--- config.mk ---
export PLATFORM = sky130hd
export DESIGN_NAME = tdm_demux4
export DESIGN_NICKNAME = d
export VERILOG_FILES = /design/src/rtl/tdm_demux4.sv
export SDC_FILE = /design/constraint.sdc
export NUM_CORES = 1
export LEC_CHECK = 0
export ABC_CLOCK_PERIOD_IN_PS = 3200
export BUFFER_PORTS_ARGS = -buffer_cell sky130_fd_sc_hd__buf_2
export CAP_MARGIN = 20
export CORE_AREA = 2 2 39 41
export CTS_CLUSTER_DIAMETER = 150
export DETAILED_ROUTE_END_ITERATION = 8
export DIE_AREA = 0 0 41 43
export GPL_TIMING_DRIVEN = 0
export HOLD_SLACK_MARGIN = 0.03
export PLACE_DENSITY = 0.71
export SKIP_LAST_GASP = 1
export SYNTH_ARGS = -nofsm -noshare
export SYNTH_HDL_FRONTEND = slang
export SYNTH_SLANG_ARGS = --single-unit
export TNS_END_PERCENT = 10
--- constraint.sdc ---
create_clock -name clk -period 3.2 [get_ports clk]
set_clock_uncertainty 0.1 [all_clocks]
set_input_delay 0.16 -clock clk [delete_from_list [all_inputs] [get_ports clk]]
set_output_delay 0.16 -clock clk [all_outputs]
set_load 0.05 [all_outputs]
--- src/rtl/tdm_demux4.sv ---
// tdm_demux4: receive end of a 4-slot TDM link; locks to frame_sync and fans slots out to o0..o3.
// Optional macro TDM_FRAME_CNT_EN adds a 16-bit frame_cnt output counting frame_valid pulses.
module tdm_demux4 #(
    parameter int WIDTH      = 1,
    parameter int MISS_LIMIT = 2
) (
    input  logic             clk,
    input  logic             rst,
    input  logic [WIDTH-1:0] din,
    input  logic             din_valid,
    input  logic             frame_sync,
    output logic [WIDTH-1:0] o0,
    output logic [WIDTH-1:0] o1,
    output logic [WIDTH-1:0] o2,
    output logic [WIDTH-1:0] o3,
    output logic             frame_valid,
    output logic             locked,
    output logic             sync_err,
`ifdef TDM_FRAME_CNT_EN
    output logic [15:0]      frame_cnt,
`endif
    output logic             s0,
    output logic             s1
);

    localparam logic [0:0] ST_HUNT   = 1'b0;
    localparam logic [0:0] ST_LOCKED = 1'b1;

    // miss_cnt only ever holds 0..MISS_LIMIT-1
    localparam int             MW        = (MISS_LIMIT > 1) ? $clog2(MISS_LIMIT) : 1;
    localparam logic [MW-1:0]  MISS_LAST = MW'(MISS_LIMIT - 1);
    localparam logic [MW-1:0]  MISS_ONE  = MW'(1);

    logic [0:0]       state_q, state_d;
    logic [1:0]       slot_q, slot_d;
    logic [MW-1:0]    miss_q, miss_d;
    logic [WIDTH-1:0] stage0_q, stage0_d;
    logic [WIDTH-1:0] stage1_q, stage1_d;
    logic [WIDTH-1:0] stage2_q, stage2_d;
    logic [WIDTH-1:0] o0_q, o0_d;
    logic [WIDTH-1:0] o1_q, o1_d;
    logic [WIDTH-1:0] o2_q, o2_d;
    logic [WIDTH-1:0] o3_q, o3_d;
    logic             frame_valid_q, frame_valid_d;
    logic             locked_q, locked_d;
    logic             sync_err_q, sync_err_d;
    logic [1:0]       s_q, s_d;
`ifdef TDM_FRAME_CNT_EN
    logic [15:0]      frame_cnt_q, frame_cnt_d;
`endif

    // Frame alignment, slot staging and lane update
    always_comb begin
        state_d       = state_q;
        slot_d        = slot_q;
        miss_d        = miss_q;
        stage0_d      = stage0_q;
        stage1_d      = stage1_q;
        stage2_d      = stage2_q;
        o0_d          = o0_q;
        o1_d          = o1_q;
        o2_d          = o2_q;
        o3_d          = o3_q;
        frame_valid_d = 1'b0;
        sync_err_d    = 1'b0;

        if (din_valid) begin
            case (state_q)
                ST_HUNT: begin
                    if (frame_sync) begin
                        stage0_d = din;
                        slot_d   = 2'd1;
                        miss_d   = '0;
                        state_d  = ST_LOCKED;
                    end else begin
                        state_d  = ST_HUNT;
                    end
                end
                ST_LOCKED: begin
                    if (slot_q == 2'd0) begin
                        if (frame_sync) begin
                            stage0_d = din;
                            slot_d   = 2'd1;
                            miss_d   = '0;
                        end else if (miss_q == MISS_LAST) begin
                            // Lock lost: sample dropped, lanes keep the last good frame
                            state_d    = ST_HUNT;
                            slot_d     = 2'd0;
                            miss_d     = '0;
                            sync_err_d = 1'b1;
                        end else begin
                            stage0_d = din;
                            slot_d   = 2'd1;
                            miss_d   = miss_q + MISS_ONE;
                        end
                    end else if (frame_sync) begin
                        // Misplaced sync realigns the frame onto this sample
                        stage0_d   = din;
                        slot_d     = 2'd1;
                        miss_d     = '0;
                        sync_err_d = 1'b1;
                    end else begin
                        slot_d = slot_q + 2'd1;
                        case (slot_q)
                            2'd1:    stage1_d = din;
                            2'd2:    stage2_d = din;
                            2'd3: begin
                                o0_d          = stage0_q;
                                o1_d          = stage1_q;
                                o2_d          = stage2_q;
                                o3_d          = din;
                                frame_valid_d = 1'b1;
                            end
                            default: stage0_d = stage0_q;
                        endcase
                    end
                end
                default: begin
                    state_d = ST_HUNT;
                    slot_d  = 2'd0;
                    miss_d  = '0;
                end
            endcase
        end else begin
            state_d = state_q;
        end
    end

    // Status outputs track the next state so they are valid right after each edge
    always_comb begin
        locked_d = (state_d == ST_LOCKED);
        if (state_d == ST_LOCKED) begin
            s_d = slot_d;
        end else begin
            s_d = 2'b00;
        end
    end

`ifdef TDM_FRAME_CNT_EN
    // Frame counter advances with every frame_valid pulse
    always_comb begin
        if (frame_valid_d) begin
            frame_cnt_d = frame_cnt_q + 16'd1;
        end else begin
            frame_cnt_d = frame_cnt_q;
        end
    end
`endif

    // State and output registers with synchronous reset
    always_ff @(posedge clk) begin
        if (rst) begin
            state_q       <= ST_HUNT;
            slot_q        <= 2'd0;
            miss_q        <= '0;
            stage0_q      <= '0;
            stage1_q      <= '0;
            stage2_q      <= '0;
            o0_q          <= '0;
            o1_q          <= '0;
            o2_q          <= '0;
            o3_q          <= '0;
            frame_valid_q <= 1'b0;
            locked_q      <= 1'b0;
            sync_err_q    <= 1'b0;
            s_q           <= 2'b00;
`ifdef TDM_FRAME_CNT_EN
            frame_cnt_q   <= 16'd0;
`endif
        end else begin
            state_q       <= state_d;
            slot_q        <= slot_d;
            miss_q        <= miss_d;
            stage0_q      <= stage0_d;
            stage1_q      <= stage1_d;
            stage2_q      <= stage2_d;
            o0_q          <= o0_d;
            o1_q          <= o1_d;
            o2_q          <= o2_d;
            o3_q          <= o3_d;
            frame_valid_q <= frame_valid_d;
            locked_q      <= locked_d;
            sync_err_q    <= sync_err_d;
            s_q           <= s_d;
`ifdef TDM_FRAME_CNT_EN
            frame_cnt_q   <= frame_cnt_d;
`endif
        end
    end

    assign o0          = o0_q;
    assign o1          = o1_q;
    assign o2          = o2_q;
    assign o3          = o3_q;
    assign frame_valid = frame_valid_q;
    assign locked      = locked_q;
    assign sync_err    = sync_err_q;
    assign s0          = s_q[1];
    assign s1          = s_q[0];
`ifdef TDM_FRAME_CNT_EN
    assign frame_cnt   = frame_cnt_q;
`endif

endmodule

Yosys cells after proc, flatten, opt, wreduce, memory -nomap -nowiden --
Cells that the tools add are included.
Word-level totals: register bits 15, output and inout bits 9, word-level logic and storage cells 59
Cells by class: add/subtract/negate cells 2, equal/unequal tests 4, multiplexer cells 27, bitwise logic cells 5, reductions and logical operators 8
Operator list (count):
- two-way mux 1 bit | 19
- AND reduction 5 bit | 3
- two-way mux 2 bit | 4
- case mux 1 bit (2 select lines) | 3
- inverter 1 bit | 5
- OR reduction 5 bit | 1
- == test 2 bit, second input constant | 2
- != test 4 bit, second input constant | 1
- case mux 2 bit (2 select lines) | 1
- OR reduction 3 bit | 1
- adder 2 x 1 -> 2 bit, second input constant | 1
- == test 2 x 1 -> 1 bit, second input constant | 1
- zero test 2 bit | 1
- AND reduction 2 bit | 1
- OR reduction 2 bit | 1
- adder 1 bit, second input constant | 1

Depth between registers and ports, before layout --
word-level depth 7, mapped depth 5, depth with buffers taken out 5

Worst setup path after synthesis --
Ideal clock, no wire load.
path kind reg2reg, start point register, netlist name locked, end point register o0_q (netlist: o0), arrival time 1.353 ns, required time 2.976 ns, setup slack 1.623 ns, stages on the path, launching flop included 4, buffers on the path 0, period minus slack after synthesis 1.577 ns, path through dfxtp_1 -> and4bb_2 -> nand2_1 -> mux2i_1
RTL lines:
- to (signal assigned) | RTL line 159 | o0_q <= '0;
- to (signal assigned) | RTL line 177 | o0_q <= o0_d;
- to (decl) | RTL line 40 | logic [WIDTH-1:0] o0_q, o0_d;

Worst setup path after layout --
start point register slot_q[0], end point register o2_q (netlist: o2)
On the way: longest elaborated chain between the ends 3, elaborated cells between the ends (all ways) 4, classes of those cells eq/ne (1); bitwise (1); reduce/logical (2)
Ends and longest elaborated chain:
- from (decl) | RTL line 35 | logic [1:0] slot_q, slot_d;
- from (signal assigned) | RTL line 172 | slot_q <= slot_d;
- zero test 2 bit | RTL line 80 | if (slot_q == 2'd0) begin
- inverter 1 bit (no line)
- AND reduction 5 bit (no line) *
- to (signal assigned) | RTL line 161 | o2_q <= '0;
- to (signal assigned) | RTL line 179 | o2_q <= o2_d;
- to (decl) | RTL line 42 | logic [WIDTH-1:0] o2_q, o2_d;
Mark *: on every way between the ends. The rest lies on a longest branch, timed or not. A chain may end at the register's enable or synchronous reset.

==> out/results.ini <==
[synthesis]
synth_area_sq_um = 682
synth-simple-area-share_pct = 23.5
seq_area_frac_synth_pct = 44.0
syn-num-nets = 79
yosys_warnings = 0
synth.area.mux_share_pct = 11.7
synth_area_leader_cell = dfxtp_1
synth_top_family_by_area = simple AND/OR/NAND/NOR gates
synth_seq_cells = 15
avgSynthCellArea_sq_um = 9.88
yosys.area_share.xor_xnor_pct = 0
synth_area_leaders = dfxtp_1 (44%), mux2i_1 (12%), ha_1 (9.2%), nand2b_1 (8.3%), nand2_1 (2.8%)
synth_top_area_share_pct = 44.0
ys_types = 23
synth_compound_area_share_pct = 8.81
synthAdderAreaFrac_pct = 9.17
syn_inst = 69

[sta]
finalHoldViolations = 0
fin_crit_sh_pct = 53.6
min_period_ps = 1720
rsz0062_at_grt = false
drv_slew = 0
max_slew_margin_pct = 71.4
tightestPinTransition_ps = 429
finalSetupViolCount = 0
max_freq_ghz = 0.583
tns_ps = 0

[final_layout]
final_common_cell = dfxtp_1
layout_common_cells = dfxtp_1 (15), buf_2 (13), nand2b_1 (9)
multiInputGateArea_sq_um = 363
design_area_sq_um = 793
nets = 97
regArea_sq_um = 300
drive_gt1_share_pct = 20.9
syn_to_final_growth_pct = 16.3
antennaDiodeCount = 0
fillCellCount = 129

[worst_setup_path]
cp_max_fo = 6
crit_start = slot_q[0]
reg2reg_depth = 5
worst_path_max_delay_cell = dfxtp_1
startpoint_type = flip-flop
timing.rr.start = slot_q[0]
crit_path_cell_trace = inv_1 > ha_1 > and4bb_2 > nand2_1 > mux2i_1
critPathKind = flip-flop to flip-flop
required_ps = 3250
crit_path_end_kind = flip-flop
cp_data_arrival_time_ps = 1770
critical-path-max-stage-delay_ps = 430

[clock_network]
htree_levels = 1
clkTransAtPathRegs_ps = 80
cts_buffer_depth = 2
clkSinkCount = 15
cts_resized = 0
cts_tree = done
cts_setup_buffers = 0
cts_hold_buf = 0
cts_made_buffers = 3
cts_root_buffer = clkbuf_4
clkLatencyLatePin_ps = 270

[routing]
via_per_inst = 5.04
routed.top_layer = met4
vias = 514
wl_met3_microns = 58
met1_length_microns = 573
ant_nets = 0
wirelength_microns = 1170
firstDrtPassIters = 4
drc_errors = 0
wl_met2_microns = 526
post_drt_wl_per_cell_microns = 11.5
drtIter0Drc = 6

[die]
dieArea_sq_mm = 0.00176
coreArea_sq_mm = 0.00138
fp.dieH_microns = 43
initial_core_util_pct = 49.3
die_x_microns = 41
ios = 14
rows = 14

[pwr]
ir_drop_mv = 0.220
p_switching_uw = 81.0
pwr-share-clk_pct = 30.2
p_seq_share_pct = 58.4
switching_share_pct = 24.2
internal_power_uw = 254
power.density_mw_per_mm2 = 422
pwr-share-comb_pct = 11.4
leakagePower_uw = 0.000379

[job]
cap_viol_max_count = 0

[worst_hold_path]
hp-class = primary input to flip-flop
hp-start = din_valid
hold_depth = 3

[grt]
grt_overflow = 0
grt_start_max_net_pins = 11
grt_pass1_wl_microns = 1880
grt_pass1_vias = 468
grt_use_total_pct = 16.0
grt_antenna_before_repair = 0

[run_status]
status = finished clean

[place]
dpl.hpwl_microns = 844
place_congestion = 0.794
io_buffers = 13
placed_cell_area_sq_um = 767

-- power by group through the flow --
| stage | sequential, uW | combinational [uW] | clock, uW |
|---|---|---|---|
| 3_5_place_dp | 200 | 38.2 | 0 |
| 5_1_grt | 196 | 42.3 | 112 |
| 3_3_place_gp | 200 | 37.4 | 0 |
| 4_1_cts | 195 | 38.4 | 106 |
| 2_1_floorplan | 205 | 20.7 | 0 |
| 6_report | 195 | 38.3 | 101 |
-- worst max-delay path: cells and delay by family, from the launching register on --
| family | cells | cell delay [ps] |
|---|---|---|
| fa+ha+maj | 1 | 270 |
| flops | 1 | 430 |
| simple gates | 2 | 530 |
| buf+inv | 1 | 110 |
| mux | 1 | 160 |
-- synthesized netlist by cell type --
master / instances
o221ai_1: 1
a2bb2oi_1: 1
mux2i_1: 8
ha_1: 5
nand2_2: 1
nand2_1: 5
and4bb_2: 1
or3_1: 1
a211oi_1: 1
clkbuf_1: 1
nand3_1: 1
nor4b_1: 1
a21oi_1: 2
nand2b_1: 9
nor2_1: 4
inv_1: 4
o21ai_0: 2
nand3b_1: 2
a22oi_1: 1
dfxtp_1: 15
nor2b_1: 1
o31ai_1: 1
or4b_1: 1
-- worst paths after layout --
path                                 end  slack, ps
worst max-delay path                  o2       1480
worst min-delay path            sync_err         70
worst max register to register        o2       1480
worst min register to register        o3        370
-- metal layers --
metal	track usage, %	vias to the layer above
li1	-	271
met1	19.3	231
met2	23.8	10
met3	9.42	2
met4	4.00	0
met5	0	-
-- state kept, by name (all words and copies together), names as in the netlist --
register	count
frame_valid	1
locked	1
miss_q	1
o0	1
o1	1
o2	1
o3	1
s_q	2
slot_q	2
stage0_q	1
stage1_q	1
stage2_q	1
sync_err	1
-- final cells by class --
| type | count | area share, % |
|---|---|---|
| buffer | 1 | 0.473 |
| clock buffer | 4 | 3.31 |
| inverter | 4 | 1.89 |
| multi-input combinational | 49 | 45.7 |
| sequential | 15 | 37.9 |
| tap | 16 | 2.52 |
| timing repair buffer | 13 | 8.20 |
-- metrics by stage --
stage | power, uW | utilization, % | hold slack, ps | setup slack [ps] | cells
floorplan | 226 | - | 180 | 1620 | 69
global placement | 237 | 55.4 | 357 | 1530 | 98
detailed placement | 238 | 55.4 | 364 | 1500 | 98
CTS | 339 | 57.3 | 62.3 | 1500 | 102
global route | 351 | 57.3 | 78.9 | 1400 | 102
finish | 335 | 57.3 | 69.8 | 1480 | 102
-- logic make-up after synthesis --
family                   Yosys count
multiplexers                       8
buffers and inverters              5
adder cells (fa/ha/maj)            5
flip-flops                        15
AO/OA/AOI/OAI                      9
AND/OR/NAND/NOR                   27
(Power assumes the default switching activity.)
